**src/rtl/video_irq_watchdog.sv**
```systemverilog
// video_irq_watchdog: VBLANK interrupt latch, watchdog reset pulse generator
// and one-write-per-unlock EEPROM write gate for the 68010 glue.
module video_irq_watchdog #(
    parameter int WD_W       = 20,
    parameter int WDOG_LIMIT = 458752,
    parameter int RST_PULSE  = 16
) (
    input  logic MCKR,
    input  logic SYSRES_b,
    input  logic VBLANK,
    input  logic VBKACK_b,
    input  logic WDOG_b,
    input  logic WDDIS,
    input  logic UNLOCK_b,
    input  logic E2PROM_b,
    input  logic WL_b,
    output logic VBKINIT_b,
    output logic WDRST_b,
    output logic E2WREN,
    output logic E2WE_b
);
    localparam int PW = $clog2(RST_PULSE + 1);

    typedef enum logic {RUN, FIRE} wd_state_t;

    wd_state_t       state_q, state_d;
    logic [WD_W-1:0] cnt_q, cnt_d;
    logic [PW-1:0]   pls_q, pls_d;
    logic vb1_q, vb1_d, vb2_q, vb2_d, vb3_q, vb3_d;
    logic ack_h_q, ack_h_d, kick_h_q, kick_h_d, unl_h_q, unl_h_d, e2wr_h_q, e2wr_h_d;
    logic vbkinit_b_q, vbkinit_b_d, wdrst_b_q, wdrst_b_d, e2wren_q, e2wren_d;
    logic rise, fall_ack, kick, unl, e2wr, wr_end;

    // Strobe histories reset high so reset release never looks like a falling edge.
    assign rise     = vb2_q & ~vb3_q;
    assign fall_ack = ~VBKACK_b & ack_h_q;
    assign kick     = ~WDOG_b & kick_h_q;
    assign unl      = ~UNLOCK_b & unl_h_q;
    assign e2wr     = ~E2PROM_b & ~WL_b;
    assign wr_end   = ~e2wr & e2wr_h_q;

    always_comb begin
        vb1_d       = VBLANK;
        vb2_d       = vb1_q;
        vb3_d       = vb2_q;
        ack_h_d     = VBKACK_b;
        kick_h_d    = WDOG_b;
        unl_h_d     = UNLOCK_b;
        e2wr_h_d    = e2wr;
        vbkinit_b_d = rise ? 1'b0 : fall_ack ? 1'b1 : vbkinit_b_q;
        e2wren_d    = unl ? 1'b1 : wr_end ? 1'b0 : e2wren_q;
        state_d     = state_q;
        cnt_d       = cnt_q;
        pls_d       = pls_q;
        wdrst_b_d   = wdrst_b_q;
        if (state_q == FIRE) begin
            if (pls_q == PW'(RST_PULSE - 1)) begin
                state_d   = RUN;
                wdrst_b_d = 1'b1;
                cnt_d     = '0;
                pls_d     = '0;
            end else begin
                pls_d = pls_q + 1'b1;
            end
        end else if (WDDIS || kick) begin
            cnt_d = '0;
        end else if (cnt_q == WD_W'(WDOG_LIMIT - 1)) begin
            state_d   = FIRE;
            cnt_d     = '0;
            pls_d     = '0;
            wdrst_b_d = 1'b0;
        end else begin
            cnt_d = cnt_q + 1'b1;
        end
    end

    always_ff @(posedge MCKR or negedge SYSRES_b) begin
        if (!SYSRES_b) begin
            state_q     <= RUN;
            cnt_q       <= '0;
            pls_q       <= '0;
            vb1_q       <= 1'b0;
            vb2_q       <= 1'b0;
            vb3_q       <= 1'b0;
            ack_h_q     <= 1'b1;
            kick_h_q    <= 1'b1;
            unl_h_q     <= 1'b1;
            e2wr_h_q    <= 1'b0;
            vbkinit_b_q <= 1'b1;
            wdrst_b_q   <= 1'b1;
            e2wren_q    <= 1'b0;
        end else begin
            state_q     <= state_d;
            cnt_q       <= cnt_d;
            pls_q       <= pls_d;
            vb1_q       <= vb1_d;
            vb2_q       <= vb2_d;
            vb3_q       <= vb3_d;
            ack_h_q     <= ack_h_d;
            kick_h_q    <= kick_h_d;
            unl_h_q     <= unl_h_d;
            e2wr_h_q    <= e2wr_h_d;
            vbkinit_b_q <= vbkinit_b_d;
            wdrst_b_q   <= wdrst_b_d;
            e2wren_q    <= e2wren_d;
        end
    end

    assign VBKINIT_b = vbkinit_b_q;
    assign WDRST_b   = wdrst_b_q;
    assign E2WREN    = e2wren_q;
    assign E2WE_b    = ~(e2wren_q & e2wr);
endmodule

```
**config.mk**
```make
export PLATFORM = sky130hd
export DESIGN_NAME = video_irq_watchdog
export DESIGN_NICKNAME = d
export VERILOG_FILES = /design/src/rtl/video_irq_watchdog.sv
export SDC_FILE = /design/constraint.sdc
export NUM_CORES = 1
export LEC_CHECK = 0
export ABC_AREA = 1
export CORE_ASPECT_RATIO = 1.2
export CORE_MARGIN = 5
export CORE_UTILIZATION = 52
export DETAILED_ROUTE_END_ITERATION = 7
export GPL_TIMING_DRIVEN = 1
export PLACE_DENSITY = 0.8
export SYNTH_ARGS = -nofsm -noshare
export SYNTH_HDL_FRONTEND = slang
export SYNTH_SLANG_ARGS = --single-unit
```
**constraint.sdc**
```tcl
create_clock -name MCKR -period 1.66 [get_ports MCKR]
set_clock_uncertainty 0.2 [all_clocks]
set_input_delay 0.166 -clock MCKR [delete_from_list [all_inputs] [get_ports MCKR]]
set_output_delay 0.166 -clock MCKR [all_outputs]
set_load 0.005 [all_outputs]
```
### After elaboration in Yosys (flattened, before gate mapping)

Cells that the tools add are included.

| word-level totals | value |
|---|---|
| bits in registers | 36 |
| input port bits | 9 |
| output and inout port bits | 4 |
| word-level logic and storage cells | 60 |

| cells by class | value |
|---|---|
| add/sub/neg operators | 2 |
| equal/unequal tests | 4 |
| multiplexer cells | 20 |
| bitwise operators | 15 |
| reductions and logical operators | 6 |

Operator list:

| operator | count |
|---|---|
| two-way mux 20 bit | 4 |
| adder 20 x 1 -> 20 bit (second input constant) | 1 |
| equality test 20 x 19 -> 1 bit (second input constant) | 1 |
| two-way mux 5 bit | 4 |
| two-way mux 1 bit | 12 |
| NOT 1 bit | 8 |
| AND 1 bit | 7 |
| nonzero test 2 bit | 3 |
| adder 5 x 1 -> 5 bit (second input constant) | 1 |
| equality test 5 x 4 -> 1 bit (second input constant) | 1 |
| AND reduction 3 bit | 1 |
| != test 2 x 1 -> 1 bit (second input constant) | 1 |
| != test 2 bit (second input constant) | 1 |
| AND reduction 2 bit | 1 |
| logical OR 1 bit | 1 |

### Depth between registers and ports, before layout

Gate-level depths: netlist of run 1.

| depth | value |
|---|---|
| depth after elaboration | 6 |
| gate-level depth with buffers | 10 |
| mapped depth without buffers | 10 |

### Worst setup path before layout of run 1

No wires, ideal clock.

| path | value |
|---|---|
| kind | reg2reg |
| from | register cnt_q[0] |
| to | register cnt_q[17] |
| setup time | 0.124 ns |
| data arrival time | 1.426 ns |
| required time | 1.336 ns |
| slack | -0.090 ns |
| cell stages (with the launch flop) | 10 |
| buffers on the path | 1 |
| clock period less this slack | 1.750 ns |
| cell sequence | dfrtp_1 > ha_1 > nand2_2 > nor2_4 > nand2_4 > nor2_8 > nand3_4 > nand2_4 > buf_6 > o21bai_1 |

| between the ends | value |
|---|---|
| word-level cells in the longest chain between the ends | 4 |
| elaborated cells between the ends (all ways) | 5 |
| classes of those cells | add/sub: 1; eq/ne: 1; mux: 3 |

Ends and longest elaborated chain:

| element | RTL line | RTL |
|---|---|---|
| start, declared | 27 | `logic [WD_W-1:0] cnt_q, cnt_d;` |
| start signal, assigned | 94 | `cnt_q <= cnt_d;` |
| adder 20 x 1 -> 20 bit or equality test 20 x 19 -> 1 bit (tied branches) | 73, 67 |  |
| two-way mux 20 bit (*) | 67 | `end else if (cnt_q == WD_W'(WDOG_LIMIT - 1)) begin` |
| two-way mux 20 bit (*) | 65 | `end else if (WDDIS \|\| kick) begin` |
| two-way mux 20 bit (*) | 56 | `if (state_q == FIRE) begin` |

Every way passes the cells marked *; elsewhere a longest branch is shown, timed or not.
A chain may end at the register's enable or synchronous reset.

### Worst setup path after layout of run 1

Ends and elaborated chain as after synthesis.

==> impl_metrics.json, run 1 <==
{
  "worstPathArrival_ps": 1720,
  "place_congestion": 0.842,
  "violations": "negative setup slack",
  "syn_area_um2": 1900,
  "synth_seq_cells": 36,
  "antenna_found_initial": 0,
  "path_clk_slew_ps": 80,
  "tightest_slew_ps": 439,
  "htreeDepth": 2,
  "cap_violations": 0,
  "synth_edf_count": 0,
  "finalWirelength_um": 4580,
  "yosysSeqAreaShare_pct": 47.7,
  "setup_tns_ps": -993,
  "final_core_util_pct": 71.3,
  "max_freq_mhz": 573,
  "dr.pass1.iters": 4,
  "drive_gt1_share_pct": 28.8,
  "relSlewSlack_pct": 70.7,
  "start_util_pct": 53.2,
  "fillers": 246,
  "overflow": 0,
  "drt.antenna.violating_nets": 0,
  "placed_area_um2": 2240,
  "via_per_inst": 5.38,
  "worstSetupPathType": "reg -> reg",
  "yosysMostFrequentCell": "nand2_1",
  "syn_avg_cell_area_um2": 8.13,
  "drc": 0,
  "rows": 24,
  "cp-start-kind": "flop",
  "cts_sinks": 36,
  "final_area_um2": 2550,
  "grt_usage_pct": 17.8,
  "crit_fanout": 7,
  "n_antenna_cell": 0,
  "coreArea_um2": 3570,
  "cts_buffers": 5,
  "dp_worst_setup_slack_ps": -45.7,
  "fin_nets": 298,
  "clock_latency_ps": 290,
  "yosys_warnings": 0,
  "synth_area_leader_cell": "dfrtp_1",
  "hold_viol": 0,
  "drtIter0Drc": 169,
  "drt-wirelength-per-cell_um": 14.0,
  "die_w_um": 65.2,
  "die_height_um": 76.2,
  "ioPinCount": 13,
  "synth_top_area_share_pct": 40.8,
  "vias": 1759,
  "finalWorstSetupSlack_ps": -83.8,
  "dp_hpwl_um": 2770,
  "synth.area.top_cells": "dfrtp_1, nand2_1, dfstp_2",
  "area_delta_synth_final_pct": 33.9,
  "final_max_slew_viol_count": 0,
  "cellPowerDensity_nw_per_um2": 710,
  "holdCritPathClass": "in -> reg",
  "period_needed_ps": 1740,
  "clk_path_buf_depth": 2,
  "syn_inst": 234,
  "portBuffers": 12,
  "synth_nets": 245,
  "whs_ps": 97.4,
  "power_leakage_nw": 1.23,
  "yosysUniqueCellTypes": 32,
  "grt_pass1_wl_um": 7150,
  "synthFlopType": "dfrtp_1",
  "cts-root-buf": "clkbuf_8",
  "setup_viol_count_final": 20,
  "status": "complete, but fails checks",
  "synth_common_cells": "nand2_1, dfrtp_1, inv_1, nor2_1, nand3_1",
  "crit_path_end_kind": "flop",
  "first_global_vias": 1644,
  "cts_tree": "yes",
  "cp.required_ps": 1640,
  "die_area_um2": 4970,
  "async_flop_share_pct": 100,
  "grt_max_degree": 37,
  "fin_crit_sh_pct": 105,
  "peakVddDrop_v": 0.000526,
  "rsz0062_at_grt": "yes"
}
-- timing repair --
item / CTS / global route
cloned: 0 / 1
pin swaps: 1 / 8
endpoints found under the setup margin: 19 / 27
resized for setup: 7 / 19
hold buffers: 1 / 0
hold endpoints to repair: 36 / 0
setup buffers: 1 / 10
-- routing by layer --
layer,share of wire [%],vias to the layer above,GRT usage [%]
met4,2.9,0,7.47
met5,0,-,0
li1,-,859,-
met1,42,839,20.9
met3,4.8,12,3.98
met2,50,49,30.7
-- metrics by stage --
step	power, mW	std cells
floorplan	0.961	234
global placement	1.03	306
CTS	1.80	316
detailed placement	1.03	306
finish	1.81	327
global route	1.88	327
-- critical path, stage by stage, from the launching register on --
cell and delay, ps:
dfrtp_1 350, ha_2 190, nand2_2 70, nor2_4 120, nand2_4 90, nor2_8 110
nand3_4 130, buf_4 180, nand2_4 100, o21bai_1 90
-- final cells by class --
type | instances | area (µm²) | area share [%]
clock buffer | 5 | 68.8 | 2.70
clock inverter | 3 | 42.5 | 1.67
multi-input combinational | 166 | 945 | 37.1
inverter | 30 | 118 | 4.62
timing repair buffer | 48 | 417 | 16.4
tap | 39 | 48.8 | 1.92
sequential | 36 | 907 | 35.6
-- placed cells by master (no fill, tap or decap), types with 5 or more instances in the layout --
master / n
nand2_1: 63
dfrtp_1: 31
buf_4: 31
inv_1: 24
nor2_1: 19
nand3_1: 13
nand4_1: 9
o21ai_1: 8
clkdlybuf4s50_1: 8
nand2_2: 7
xor2_1: 6
dfstp_2: 5
a21oi_1: 5
clkbuf_8: 5
-- flip-flops by register name (all words and copies together), names as in the netlist --
signal,flops
vb2_q,1
VBKINIT_b,1
cnt_q,20
vb1_q,1
e2wr_h_q,1
kick_h_q,1
state_q,1
pls_q,5
WDRST_b,1
ack_h_q,1
E2WREN,1
vb3_q,1
unl_h_q,1
-- kinds of logic (layout without fill, tap and decap cells) --
group | after synthesis | count (layout) | share of synthesized area (%)
AND/OR/NAND/NOR | 131 | 132 | 33.0
flip-flops | 36 | 36 | 47.7
buffers and inverters | 33 | 86 | 7.04
AO/OA/AOI/OAI | 24 | 24 | 7.24
XOR/XNOR | 8 | 8 | 3.68
adder cells (fa/ha/maj) | 2 | 2 | 1.32
-- report_power, final --
group / internal (mW) / leakage [nW] / switching [mW] / total, mW
Sequential: 0.900 / 0.473 / 0.00889 / 0.909
Combinational: 0.0582 / 0.705 / 0.0617 / 0.120
Clock: 0.444 / 0.0541 / 0.333 / 0.778
Total: 1.40 / 1.23 / 0.404 / 1.81
-- final timing paths --
check | start | end | slack, ps | cells after the start
min in group asynchronous | SYSRES_b | cnt_q[4] | 160 | 3
hold reg to reg | vb1_q | vb2_q | 160 | 0
max in group asynchronous | SYSRES_b | unl_h_q | 850 | 3
setup / recovery | cnt_q[0] | cnt_q[17] | -80 | 9
hold / removal | VBKACK_b | ack_h_q | 100 | 1
setup reg to reg | cnt_q[0] | cnt_q[17] | -80 | 9
Power figures use the tool's default switching activity.
==> run 2, diff against run 1 <==
--- a/config.mk
+++ b/config.mk
@@ -10,7 +10,6 @@
 export CORE_MARGIN = 5
 export CORE_UTILIZATION = 52
 export DETAILED_ROUTE_END_ITERATION = 7
-export GPL_TIMING_DRIVEN = 1
 export PLACE_DENSITY = 0.8
 export SYNTH_ARGS = -nofsm -noshare
 export SYNTH_HDL_FRONTEND = slang
==> results of run 2 <==
The final DEF is identical to that of run 1; final timing and power are the same.
==> run 3, diff against run 2 <==
--- a/config.mk
+++ b/config.mk
@@ -6,6 +6,7 @@
 export NUM_CORES = 1
 export LEC_CHECK = 0
 export ABC_AREA = 1
+export CAP_MARGIN = 20
 export CORE_ASPECT_RATIO = 1.2
 export CORE_MARGIN = 5
 export CORE_UTILIZATION = 52
==> results of run 3 <==
The final DEF is identical to that of run 1; final timing and power are the same.
